[src/rtl/sd_req_arbiter.sv]
// sd_req_arbiter
// Shares the single SD block-request port of the I/O block between up to
// four virtual-drive requesters. It does round-robin arbitration in IDLE,
// latches the winner's LBA and direction, then walks one sector transaction
// through the firmware ack handshake.
//
// Ports
//   clk_sys, reset        system clock, synchronous active-high reset
//   req_rd/req_wr/req_lba per-requester level requests and LBA slices
//   done/err              one-cycle completion / timeout pulses to the owner
//   busy, sel             FSM not idle; current or last granted index
//   buff_wr               sd_buff_wr_in steered to requester sel (combinational)
//   sd_lba/sd_rd/sd_wr    command to the I/O block
//   sd_ack, sd_buff_wr_in handshake and buffer strobe from the I/O block
`timescale 1ns/1ps

module sd_req_arbiter #(
    parameter int          NREQ    = 2,
    parameter logic [23:0] TIMEOUT = 24'd10000000
) (
    input  logic                 clk_sys,
    input  logic                 reset,
    input  logic [NREQ-1:0]      req_rd,
    input  logic [NREQ-1:0]      req_wr,
    input  logic [32*NREQ-1:0]   req_lba,
    output logic [NREQ-1:0]      done,
    output logic [NREQ-1:0]      err,
    output logic                 busy,
    output logic [1:0]           sel,
    output logic [NREQ-1:0]      buff_wr,
    output logic [31:0]          sd_lba,
    output logic                 sd_rd,
    output logic                 sd_wr,
    input  logic                 sd_ack,
    input  logic                 sd_buff_wr_in
);

    typedef enum logic [1:0] {IDLE, ISSUE, XFER, DONE} state_t;

    state_t           state;
    logic [1:0]       ptr;
    logic [23:0]      tmo;
    logic             ack_meta, ack_s, ack_d;
    logic             ack_rise, ack_fall;

    // Requests padded to four slots so a 2-bit index is always in range.
    logic [3:0]       pend4, rd4;
    logic [3:0][31:0] lba4;
    logic [NREQ-1:0]  sel_oh;
    logic             gnt_found;
    logic [1:0]       gnt_idx, cand;

    assign ack_rise = ack_s & ~ack_d;
    assign ack_fall = ~ack_s & ack_d;

    always_comb begin
        pend4 = '0;
        rd4   = '0;
        lba4  = '0;
        for (int i = 0; i < NREQ; i++) begin
            pend4[i] = req_rd[i] | req_wr[i];
            rd4[i]   = req_rd[i];
            lba4[i]  = req_lba[32*i +: 32];
        end
    end

    // Scan upward from ptr+1 so the last winner has lowest priority.
    always_comb begin
        gnt_found = 1'b0;
        gnt_idx   = '0;
        cand      = '0;
        for (int k = 1; k <= NREQ; k++) begin
            cand = 2'((int'(ptr) + k) % NREQ);
            if (!gnt_found && pend4[cand]) begin
                gnt_found = 1'b1;
                gnt_idx   = cand;
            end
        end
    end

    // Owner decode; buffer strobes follow sel in every state so a late
    // strobe after ack falls still lands on the owner.
    for (genvar i = 0; i < NREQ; i++) begin : g_req
        assign sel_oh[i]  = (sel == 2'(i));
        assign buff_wr[i] = sd_buff_wr_in & sel_oh[i];
    end

    always_ff @(posedge clk_sys) begin
        if (reset) begin
            state    <= IDLE;
            ptr      <= 2'(NREQ - 1);
            tmo      <= '0;
            sel      <= '0;
            sd_lba   <= '0;
            sd_rd    <= 1'b0;
            sd_wr    <= 1'b0;
            busy     <= 1'b0;
            done     <= '0;
            err      <= '0;
            ack_meta <= 1'b0;
            ack_s    <= 1'b0;
            ack_d    <= 1'b0;
        end else begin
            ack_meta <= sd_ack;
            ack_s    <= ack_meta;
            ack_d    <= ack_s;
            done     <= '0;
            err      <= '0;
            case (state)
                IDLE: begin
                    if (gnt_found) begin
                        sel    <= gnt_idx;
                        ptr    <= gnt_idx;
                        sd_lba <= lba4[gnt_idx];
                        tmo    <= '0;
                        // Read wins when both are held; the write is
                        // picked up on a later grant.
                        sd_rd  <= rd4[gnt_idx];
                        sd_wr  <= ~rd4[gnt_idx];
                        busy   <= 1'b1;
                        state  <= ISSUE;
                    end
                end
                ISSUE: begin
                    tmo <= tmo + 24'd1;
                    if (ack_rise) begin
                        sd_rd <= 1'b0;
                        sd_wr <= 1'b0;
                        state <= XFER;
                    end else if (tmo == TIMEOUT - 24'd1) begin
                        sd_rd <= 1'b0;
                        sd_wr <= 1'b0;
                        done  <= sel_oh;
                        err   <= sel_oh;
                        busy  <= 1'b0;
                        state <= IDLE;
                    end
                end
                XFER: begin
                    if (ack_fall) begin
                        done  <= sel_oh;
                        state <= DONE;
                    end
                end
                DONE: begin
                    busy  <= 1'b0;
                    state <= IDLE;
                end
                default: state <= IDLE;
            endcase
        end
    end

endmodule
[config.mk]
export PLATFORM = sky130hd
export DESIGN_NAME = sd_req_arbiter
export DESIGN_NICKNAME = d
export VERILOG_FILES = /design/src/rtl/sd_req_arbiter.sv
export SDC_FILE = /design/constraint.sdc
export NUM_CORES = 1
export LEC_CHECK = 0
export ABC_AREA = 1
export CORE_MARGIN = 3
export CORE_UTILIZATION = 45
export CTS_BUF_LIST = sky130_fd_sc_hd__clkbuf_8
export DETAILED_ROUTE_END_ITERATION = 10
export PLACE_DENSITY = 0.78
export REMOVE_ABC_BUFFERS = 1
export SYNTH_ARGS = -nofsm -noshare
export SYNTH_HDL_FRONTEND = slang
export SYNTH_SLANG_ARGS = --single-unit
[constraint.sdc]
create_clock -name clk_sys -period 2.27 [get_ports clk_sys]
set_clock_uncertainty 0.15 [all_clocks]
set_input_delay 0.454 -clock clk_sys [delete_from_list [all_inputs] [get_ports clk_sys]]
set_output_delay 0.454 -clock clk_sys [all_outputs]
set_load 0.02 [all_outputs]
==> results_dict.tcl, run 1 <==
set metrics [dict create \
    outcome "complete, no violations" \
    grt_pass1_wl_um 16700 \
    fin_nets 723 \
    path_class "flop to output port" \
    rr_startpoint "state[0]$_SDFFE_PP0P_" \
    syn_to_final_growth_pct 40.4 \
    critical_path.top_delay_family "buffers and inverters" \
    gr-total-overflow 0 \
    layout-drive-gt1-share_pct 8.01 \
    final_cell_mix "141 x nand2_1, 111 x clkdlybuf4s50_1, 76 x inv_1" \
    wl_per_cell_um 13.7 \
    required_ns 1.67 \
    root_buffer "clkbuf_8" \
    routed-via-count 3792 \
    finalWirelength_um 10300 \
    clk_latency_ns 0.34 \
    critPathLaunchType "flop" \
    syn_avg_cell_area_sq_um 6.83 \
    rows 32 \
    fp.dieH_um 95.7 \
    tns_ns 0 \
    fin_area_sq_um 5080 \
    setup_viol 0 \
    critPathArrivalTime_ns 1.49 \
    postCtsSetupBuffers 0 \
    grt_antenna_before_repair 0 \
    cellPowerDensity_nw_per_um2 1040 \
    netlist_area_sq_um 3620 \
    viasPerCell 5.05 \
    drtPass1Iterations 4 \
    fin_crit_ns 2.09 \
    crit_slowest_cell "clkdlybuf4s50_1" \
    ant_nets 0 \
    synth.distinct_cells 36 \
    die_area_sq_um 9160 \
    max_stage_delay_ns 0.66 \
    cts_tree "built" \
    ioPinCount 115 \
    start_util_pct 46.6 \
    cts.clk_slew.worst_paths_ns 0.07 \
    slew_viol_final 0 \
    hold_start "ack_meta$_SDFF_PP0_" \
    total_power_mw 5.27 \
    grt_max_degree 67 \
    crit_path_end_kind "output port" \
    cts_buffer_depth 2 \
    crit_chain "clkdlybuf4s50_1" \
    ys_warn_count 0 \
    hold_path_class "flop to flop" \
    grt_pass1_vias 3724 \
    placed_cell_area_sq_um 4890 \
    routabilityCongestion 0.862 \
    dr.first_iter.drc_count 132 \
    layout_commonest_cell "nand2_1" \
    synthesis.instances 530 \
    cts_max_level 3 \
    rsz0062_at_grt "no" \
    fp.coreArea_sq_um 7770 \
    finalHoldViolCount 0 \
    critPathBufInv 1 \
    fp.dieW_um 95.7 \
    fmax_ghz 0.478 \
    critPathMaxFanout 7 \
    worstSetupStartpoint "sel[0]$_SDFFE_PP0P_" \
    synth_seq_cells 70 \
    ir_worst_vdd_v 0.000618 \
    fin_crit_sh_pct 92.2 \
    drv_cap 0 \
    numCtsBuffers 9 \
    ys_seq_area_share_pct 38.7 \
    hpwlAfterDp_um 7850 \
    portBuffers 113 \
    grt.total_usage_pct 23.4 \
    clkSinkCount 70 \
    diodes 0 \
    drc 0 \
    p_leak_nw 2.25 \
]
-- logic make-up (layout without fill, tap and decap cells) --
logic type | after synthesis | in the layout | synth area share, %
AOI/OAI and AO/OA | 75 | 75 | 13.0
adders and majority gates | 5 | 5 | 1.73
buffers and inverters | 102 | 221 | 11.4
DFF | 70 | 70 | 38.7
other | 1 | 1 | 0.104
and+or+nand+nor | 277 | 277 | 35.1
-- cells in the mapped netlist --
cell,number,area share [%]
nand4_4,1,0.59
a21boi_0,1,0.21
nor3_2,2,0.55
buf_4,4,0.83
o211ai_1,32,6.6
nand3_2,2,0.55
nor3_1,3,0.41
ha_1,5,1.7
o21ai_1,8,1.1
nand2_1,141,15
clkinv_1,1,0.10
nand3_1,53,7.3
nor2_1,46,4.8
nand2_4,3,0.93
a31oi_1,1,0.17
inv_2,7,0.73
dfxtp_1,70,39
or2_2,1,0.17
o21ai_0,4,0.55
clkbuf_1,6,0.62
nor2_8,1,0.55
a211oi_1,1,0.21
and3_1,1,0.17
a2bb2oi_1,1,0.24
nor4_1,2,0.35
conb_1,1,0.10
nor2_4,3,0.93
a21oi_1,26,3.6
buf_2,7,0.97
inv_1,74,7.7
buf_6,1,0.31
buf_1,2,0.21
nand2_2,4,0.69
nor2_2,3,0.52
o21ai_2,1,0.24
nand4_1,11,1.9
-- sequential cells by signal, indices dropped and copies added, names as in the netlist, 2 cells and up, named ones only --
register and flops:
tmo 24, err 2, sd_lba 32, done 2
-- per-stage QoR --
step / util, % / cells / hold WS, ns / worst slack [ns]
3_5_place_dp: 62.9 / 737 / 0.242 / -0.0115
2_1_floorplan: - / 510 / 0.238 / 0.134
3_3_place_gp: 62.9 / 737 / 0.240 / 0.0119
5_1_grt: 65.4 / 751 / 0.310 / 0.120
6_report: 65.4 / 751 / 0.253 / 0.176
4_1_cts: 65.4 / 751 / 0.253 / 0.00587
-- layout make-up --
type | count | area [sq um]
flip-flops and latches | 70 | 1400
clock buffers | 11 | 151
multi-input cells | 358 | 1800
inverters | 82 | 308
well taps | 102 | 128
repair buffers | 125 | 1250
clock inverters | 3 | 37.5
fillers | 669 | 2690
-- per-layer routing --
| layer | wire (um) | GRT usage, % | part of all wire (%) |
|---|---|---|---|
| met5 | 0 | 0 | 0 |
| met3 | 907 | 8.45 | 8.8 |
| met1 | 4320 | 27.2 | 42 |
| met4 | 204 | 9.12 | 2.0 |
| met2 | 4870 | 39.0 | 47 |
-- report_power, final --
part	switching, mW	leakage, nW	total [mW]	internal [mW]
sequential	0.193	0.574	1.72	1.53
combinational	1.47	1.57	2.56	1.09
clock	0.441	0.104	0.989	0.548
-- path summary, 6_finish.rpt --
check | to | slack (ns) | cells after the start
worst max-delay path | sel[0] | 0.18 | 1
worst min-delay path | ack_s$_SDFF_PP0_ | 0.25 | 2
worst max register to register | tmo[2]$_SDFFE_PP0P_ | 0.35 | 9
worst min register to register | ack_s$_SDFF_PP0_ | 0.25 | 2
-- tightest hold or removal path: cells and delay by family, from the launching register on --
| kind | cells | cell delay, ns |
|---|---|---|
| buf+inv | 1 | 0.04 |
| flops | 1 | 0.30 |
| simple gates | 1 | 0.03 |
-- repair_timing --
action	CTS	global route
gates resized for setup	0	2
hold buffers	0	0
setup endpoints to repair	0	2
Note: power is estimated with default switching activity, not from simulation.
==> inputs of run 2 (changes only) <==
CAP_MARGIN = 15   (was unset)
PLACE_DENSITY = 0.81   (was 0.78)
==> run 2 against run 1 <==
Via count is 0.87% higher; power is 0.82% higher; combinational power hardly changed; global-route usage is 0.53 points lower; design area is 0.25% higher; sequential share of layout area is 0.068 points lower; clock power hardly changed; fmax is 0.31% higher; critical path type unchanged; critical endpoint unchanged.
==> results_dict.tcl, run 2 (same netlist as run 1, synthesis figures left out) <==
set metrics [dict create \
    grt_use_met2_pct 36.5 \
    multiInputGateArea_sq_um 1800 \
    critPathArrivalTime_ns 1.48 \
    grt_antenna_before_repair 0 \
    fp.dieH_um 95.7 \
    layout-drive-gt1-share_pct 8.32 \
    critPathMaxFanout 7 \
    grt_pass1_wl_um 16500 \
    seq_area_sq_um 1400 \
    routabilityCongestion 0.902 \
    root_buffer "clkbuf_8" \
    hpwlAfterDp_um 7500 \
    finalHoldViolCount 0 \
    fin_nets 722 \
    cellPowerDensity_nw_per_um2 1040 \
    critPathBufInv 1 \
    slew_viol_final 0 \
    hold_start "ack_meta$_SDFF_PP0_" \
    fin_area_sq_um 5090 \
    required_ns 1.67 \
    ioPinCount 115 \
    cts_max_level 3 \
    dp.cells 736 \
    tns_ns 0 \
    gr-total-overflow 0 \
    finalWirelength_um 9870 \
    fill_cells 689 \
    min_to "ack_s$_SDFF_PP0_" \
    rrSetupSlack_ns 0.32 \
    wl_per_cell_um 13.1 \
    fmax_ghz 0.479 \
    critical_path.top_delay_family "buffers and inverters" \
    max_stage_delay_ns 0.66 \
    fin_crit_sh_pct 92.0 \
    outcome "complete, no violations" \
    grt_max_degree 67 \
    drtPass1Iterations 5 \
    layout_commonest_cell "nand2_1" \
    fin_crit_ns 2.09 \
    grt-busiest-layer "met2" \
    drc 0 \
    worstRegToRegCells 8 \
    rr_startpoint "state[0]$_SDFFE_PP0P_" \
    cts_hold_buf 0 \
    routed-via-count 3825 \
    fp.dieW_um 95.7 \
    r2r_end "tmo[15]$_SDFFE_PP0P_" \
    largest_register_ffs 32 \
    whs_path_depth 2 \
    crit_slowest_cell "clkdlybuf4s50_1" \
    ir_worst_vdd_v 0.000537 \
    dr.first_iter.drc_count 185 \
    diodes 0 \
    portBuffers 113 \
    crit_path_end_kind "output port" \
    path_class "flop to output port" \
    clk_latency_ns 0.35 \
    placed_cell_area_sq_um 4890 \
    numCtsBuffers 9 \
    grt.total_usage_pct 22.8 \
    rows 32 \
    rsz0062_at_grt "no" \
    cts.clk_slew.worst_paths_ns 0.08 \
    postCtsSetupBuffers 0 \
    finalWorstSetupSlack_ns 0.183 \
    total_power_mw 5.31 \
    final_util_pct 65.6 \
    p_leak_nw 2.24 \
    cts_buffer_depth 2 \
    critPathLaunchType "flop" \
    syn_to_final_growth_pct 40.7 \
    pre_cts_ws_ns 0.0124 \
    die_area_sq_um 9160 \
    holdWs_ns 0.256 \
    ant_nets 0 \
    hold_path_class "flop to flop" \
    top_regs "sd_lba (32), tmo (24)" \
    cts_tree "built" \
    fp.coreArea_sq_um 7770 \
    crit_chain "clkdlybuf4s50_1" \
    drv_cap 0 \
    use_met3_pct 8.13 \
    regMostFlops "sd_lba" \
    start_util_pct 46.6 \
    setup_viol 0 \
    clkSinkCount 70 \
    final_cells 751 \
    grt_use_met1_pct 28.5 \
    viasPerCell 5.09 \
    final_cell_mix "141 x nand2_1, 111 x clkdlybuf4s50_1, 74 x inv_1" \
    grt_pass1_vias 3624 \
]
## run 2: cell count changes in the layout (fill, tap and decap cells not counted), sizes merged
cell and delta:
buf -1, clkinv +1, inv -1, clkbuf -1
clkinvlp +2
## run 2: worst register-to-register path, stage by stage (launching register included)
cell and delay, ns:
dfxtp_1 0.42, inv_1 0.11, ha_1 0.26, nand3_2 0.16, nand3_1 0.14, nor2_2 0.20, nand2_1 0.12, o21ai_1 0.18
a21oi_1 0.09
## run 2: power by group
| part | switching (mW) | total, mW | internal, mW |
|---|---|---|---|
| combinational | 1.49 | 2.59 | 1.09 |
| sequential | 0.189 | 1.72 | 1.53 |
| clock | 0.473 | 1.01 | 0.533 |
| total | 2.15 | 5.31 | 3.16 |
## run 2: area by class of cell
type                       instances  share of cell area [%]
inverter                          82                    6.04
clock inverter                     5                    1.15
tap                              102                    2.51
timing repair buffer             124                    24.7
multi-input combinational        358                    35.4
clock buffer                      10                    2.70
sequential                        70                    27.5
## run 2: metal layers
layer	vias to the layer above	share of wire (%)
met2	139	46
met5	-	0
li1	1938	-
met4	0	1.6
met1	1734	43
met3	14	8.8
## run 2: worst max-delay path by stage
stage                   startpoint  cells after the start                     end  slack (ns)
3_5_place_dp         sd_buff_wr_in                      4              buff_wr[0]        0.01
6_report       sel[0]$_SDFFE_PP0P_                      1                  sel[0]        0.18
2_1_floorplan            req_wr[1]                      6  sd_lba[0]$_SDFFE_PP0P_        0.13
5_1_grt        sel[0]$_SDFFE_PP0P_                      1                  sel[0]        0.11
4_1_cts              sd_buff_wr_in                      4              buff_wr[0]        0.02
3_3_place_gp         sd_buff_wr_in                      4              buff_wr[0]        0.02
## run 2: repair_timing
item	in CTS	in global routing
endpoints found under the setup margin	0	2
resized for setup	0	2
endpoints found under the hold margin	0	0
==> inputs of run 3 (changes only) <==
clock period = 2 ns   (was 2.27 ns; I/O delays follow)
==> run 3 against run 2 <==
Clock power up 37%; critical path type is now flop to flop; largest cell class unchanged; largest power group unchanged; routed wire length up 0.91%; first-iteration DRC count down 14%; via count down 0.71%.
==> results_dict.tcl, run 3 (same netlist as run 1, synthesis figures left out) <==
set metrics [dict create \
    ir_worst_vdd_v 0.000514 \
    top_regs "sd_lba (32), tmo (24)" \
    hpwlAfterDp_um 7450 \
    dp.cells 739 \
    diodes 0 \
    regMostFlops "sd_lba" \
    fin_nets 725 \
    p_leak_nw 2.26 \
    placed_cell_area_sq_um 4910 \
    final_util_pct 66.4 \
    layout-drive-gt1-share_pct 8.73 \
    fp.dieW_um 95.7 \
    hold_path_class "flop to flop" \
    grt_pass1_vias 3706 \
    gr-total-overflow 0 \
    cts_tree "built" \
    critPathLaunchType "flop" \
    largest_register_ffs 32 \
    combPwrFrac_pct 46.9 \
    grt_max_degree 67 \
    dr.first_iter.drc_count 159 \
    outcome "complete, no violations" \
    critPathArrivalTime_ns 1.98 \
    ioPinCount 115 \
    p_int_mw 3.83 \
    grt.total_usage_pct 22.5 \
    die_area_sq_um 9160 \
    p_switching_mw 2.44 \
    finalHoldViolCount 0 \
    routed-via-count 3798 \
    tns_ns 0 \
    fin_area_sq_um 5160 \
    required_ns 2.08 \
    clkSinkCount 70 \
    fmax_ghz 0.527 \
    drtPass1Iterations 6 \
    fp.dieH_um 95.7 \
    final_cell_mix "141 x nand2_1, 110 x clkdlybuf4s50_1, 75 x inv_1" \
    cts.clk_slew.worst_paths_ns 0.08 \
    fin_crit_sh_pct 94.9 \
    switching_share_pct 39.0 \
    power.share.clock_pct 22.0 \
    final_cells 755 \
    portBuffers 113 \
    start_util_pct 46.6 \
    clk_latency_ns 0.34 \
    path_class "flop to flop" \
    grt_pass1_wl_um 16300 \
    root_buffer "clkbuf_8" \
    seqPwrFrac_pct 31.1 \
    wl_per_cell_um 13.2 \
    viasPerCell 5.03 \
    multiInputGateArea_sq_um 1810 \
    cellPowerDensity_nw_per_um2 1220 \
    drc 0 \
    rsz0062_at_grt "yes" \
    layout_commonest_cell "nand2_1" \
    cts_buffer_depth 2 \
    fp.coreArea_sq_um 7770 \
    fill_cells 683 \
    critPathMaxFanout 6 \
    numCtsBuffers 9 \
    slew_viol_final 0 \
    rows 32 \
    cts_max_level 3 \
    cts_hold_buf 0 \
    grt_antenna_before_repair 0 \
    drv_cap 0 \
    seq_area_sq_um 1400 \
    crit_path_end_kind "flop" \
    total_power_mw 6.27 \
    fin_crit_ns 1.90 \
    finalWirelength_um 9960 \
    syn_to_final_growth_pct 42.4 \
    ant_nets 0 \
    routabilityCongestion 0.943 \
    setup_viol 0 \
]
## run 3: power groups by stage
stage | logic (mW) | clock network [mW] | registers [mW]
3_3_place_gp | 2.89 | 0 | 1.96
3_5_place_dp | 2.95 | 0 | 1.96
2_1_floorplan | 1.28 | 0 | 2.30
5_1_grt | 3.23 | 1.45 | 2.00
4_1_cts | 2.96 | 1.40 | 1.95
6_report | 2.94 | 1.38 | 1.95
## run 3: final timing paths
| path | start | to | slack (ns) | cells past startpoint |
|---|---|---|---|---|
| min | ack_meta$_SDFF_PP0_ | ack_s$_SDFF_PP0_ | 0.26 | 2 |
| max reg2reg | state[0]$_SDFFE_PP0P_ | tmo[18]$_SDFFE_PP0P_ | 0.10 | 8 |
| max | state[0]$_SDFFE_PP0P_ | tmo[18]$_SDFFE_PP0P_ | 0.10 | 8 |
| min reg2reg | ack_meta$_SDFF_PP0_ | ack_s$_SDFF_PP0_ | 0.26 | 2 |
## run 3: layout make-up
class | instances | area share [%]
clock buffers | 9 | 2.40
repair buffers | 127 | 24.6
inverters | 82 | 5.99
flip-flops and latches | 70 | 27.2
multi-input cells | 358 | 35.1
well taps | 102 | 2.48
clock inverters | 7 | 2.21
## run 3: worst max-delay path, cell delays in order (launching register included)
cell and delay, ns:
dfxtp_1 0.44, inv_1 0.10, ha_1 0.26, nand3_2 0.16
nand2_4 0.11, nor3_4 0.25, nand3_1 0.15, nor2_1 0.12
nor2_1 0.05
## run 3: timing repair
item                       CTS  global route
setup buffers                0             0
gates resized for setup      3             3
setup endpoints to repair    3             4
## run 3: metrics by stage
step,setup slack (ns),hold WS (ns)
after global routing,-0.000602,0.274
after CTS,0.0675,0.260
after global placement,-0.145,0.247
after detailed placement,-0.147,0.246
after floorplan,-0.115,0.238
final,0.102,0.258
## run 3: metal layers
| layer | track usage, % | vias to the layer above | part of all wire (%) |
|---|---|---|---|
| met3 | 7.81 | 14 | 8.3 |
| li1 | - | 1946 | - |
| met5 | 0 | - | 0 |
| met2 | 36.8 | 126 | 46 |
| met1 | 27.2 | 1712 | 44 |
| met4 | 7.94 | 0 | 1.4 |
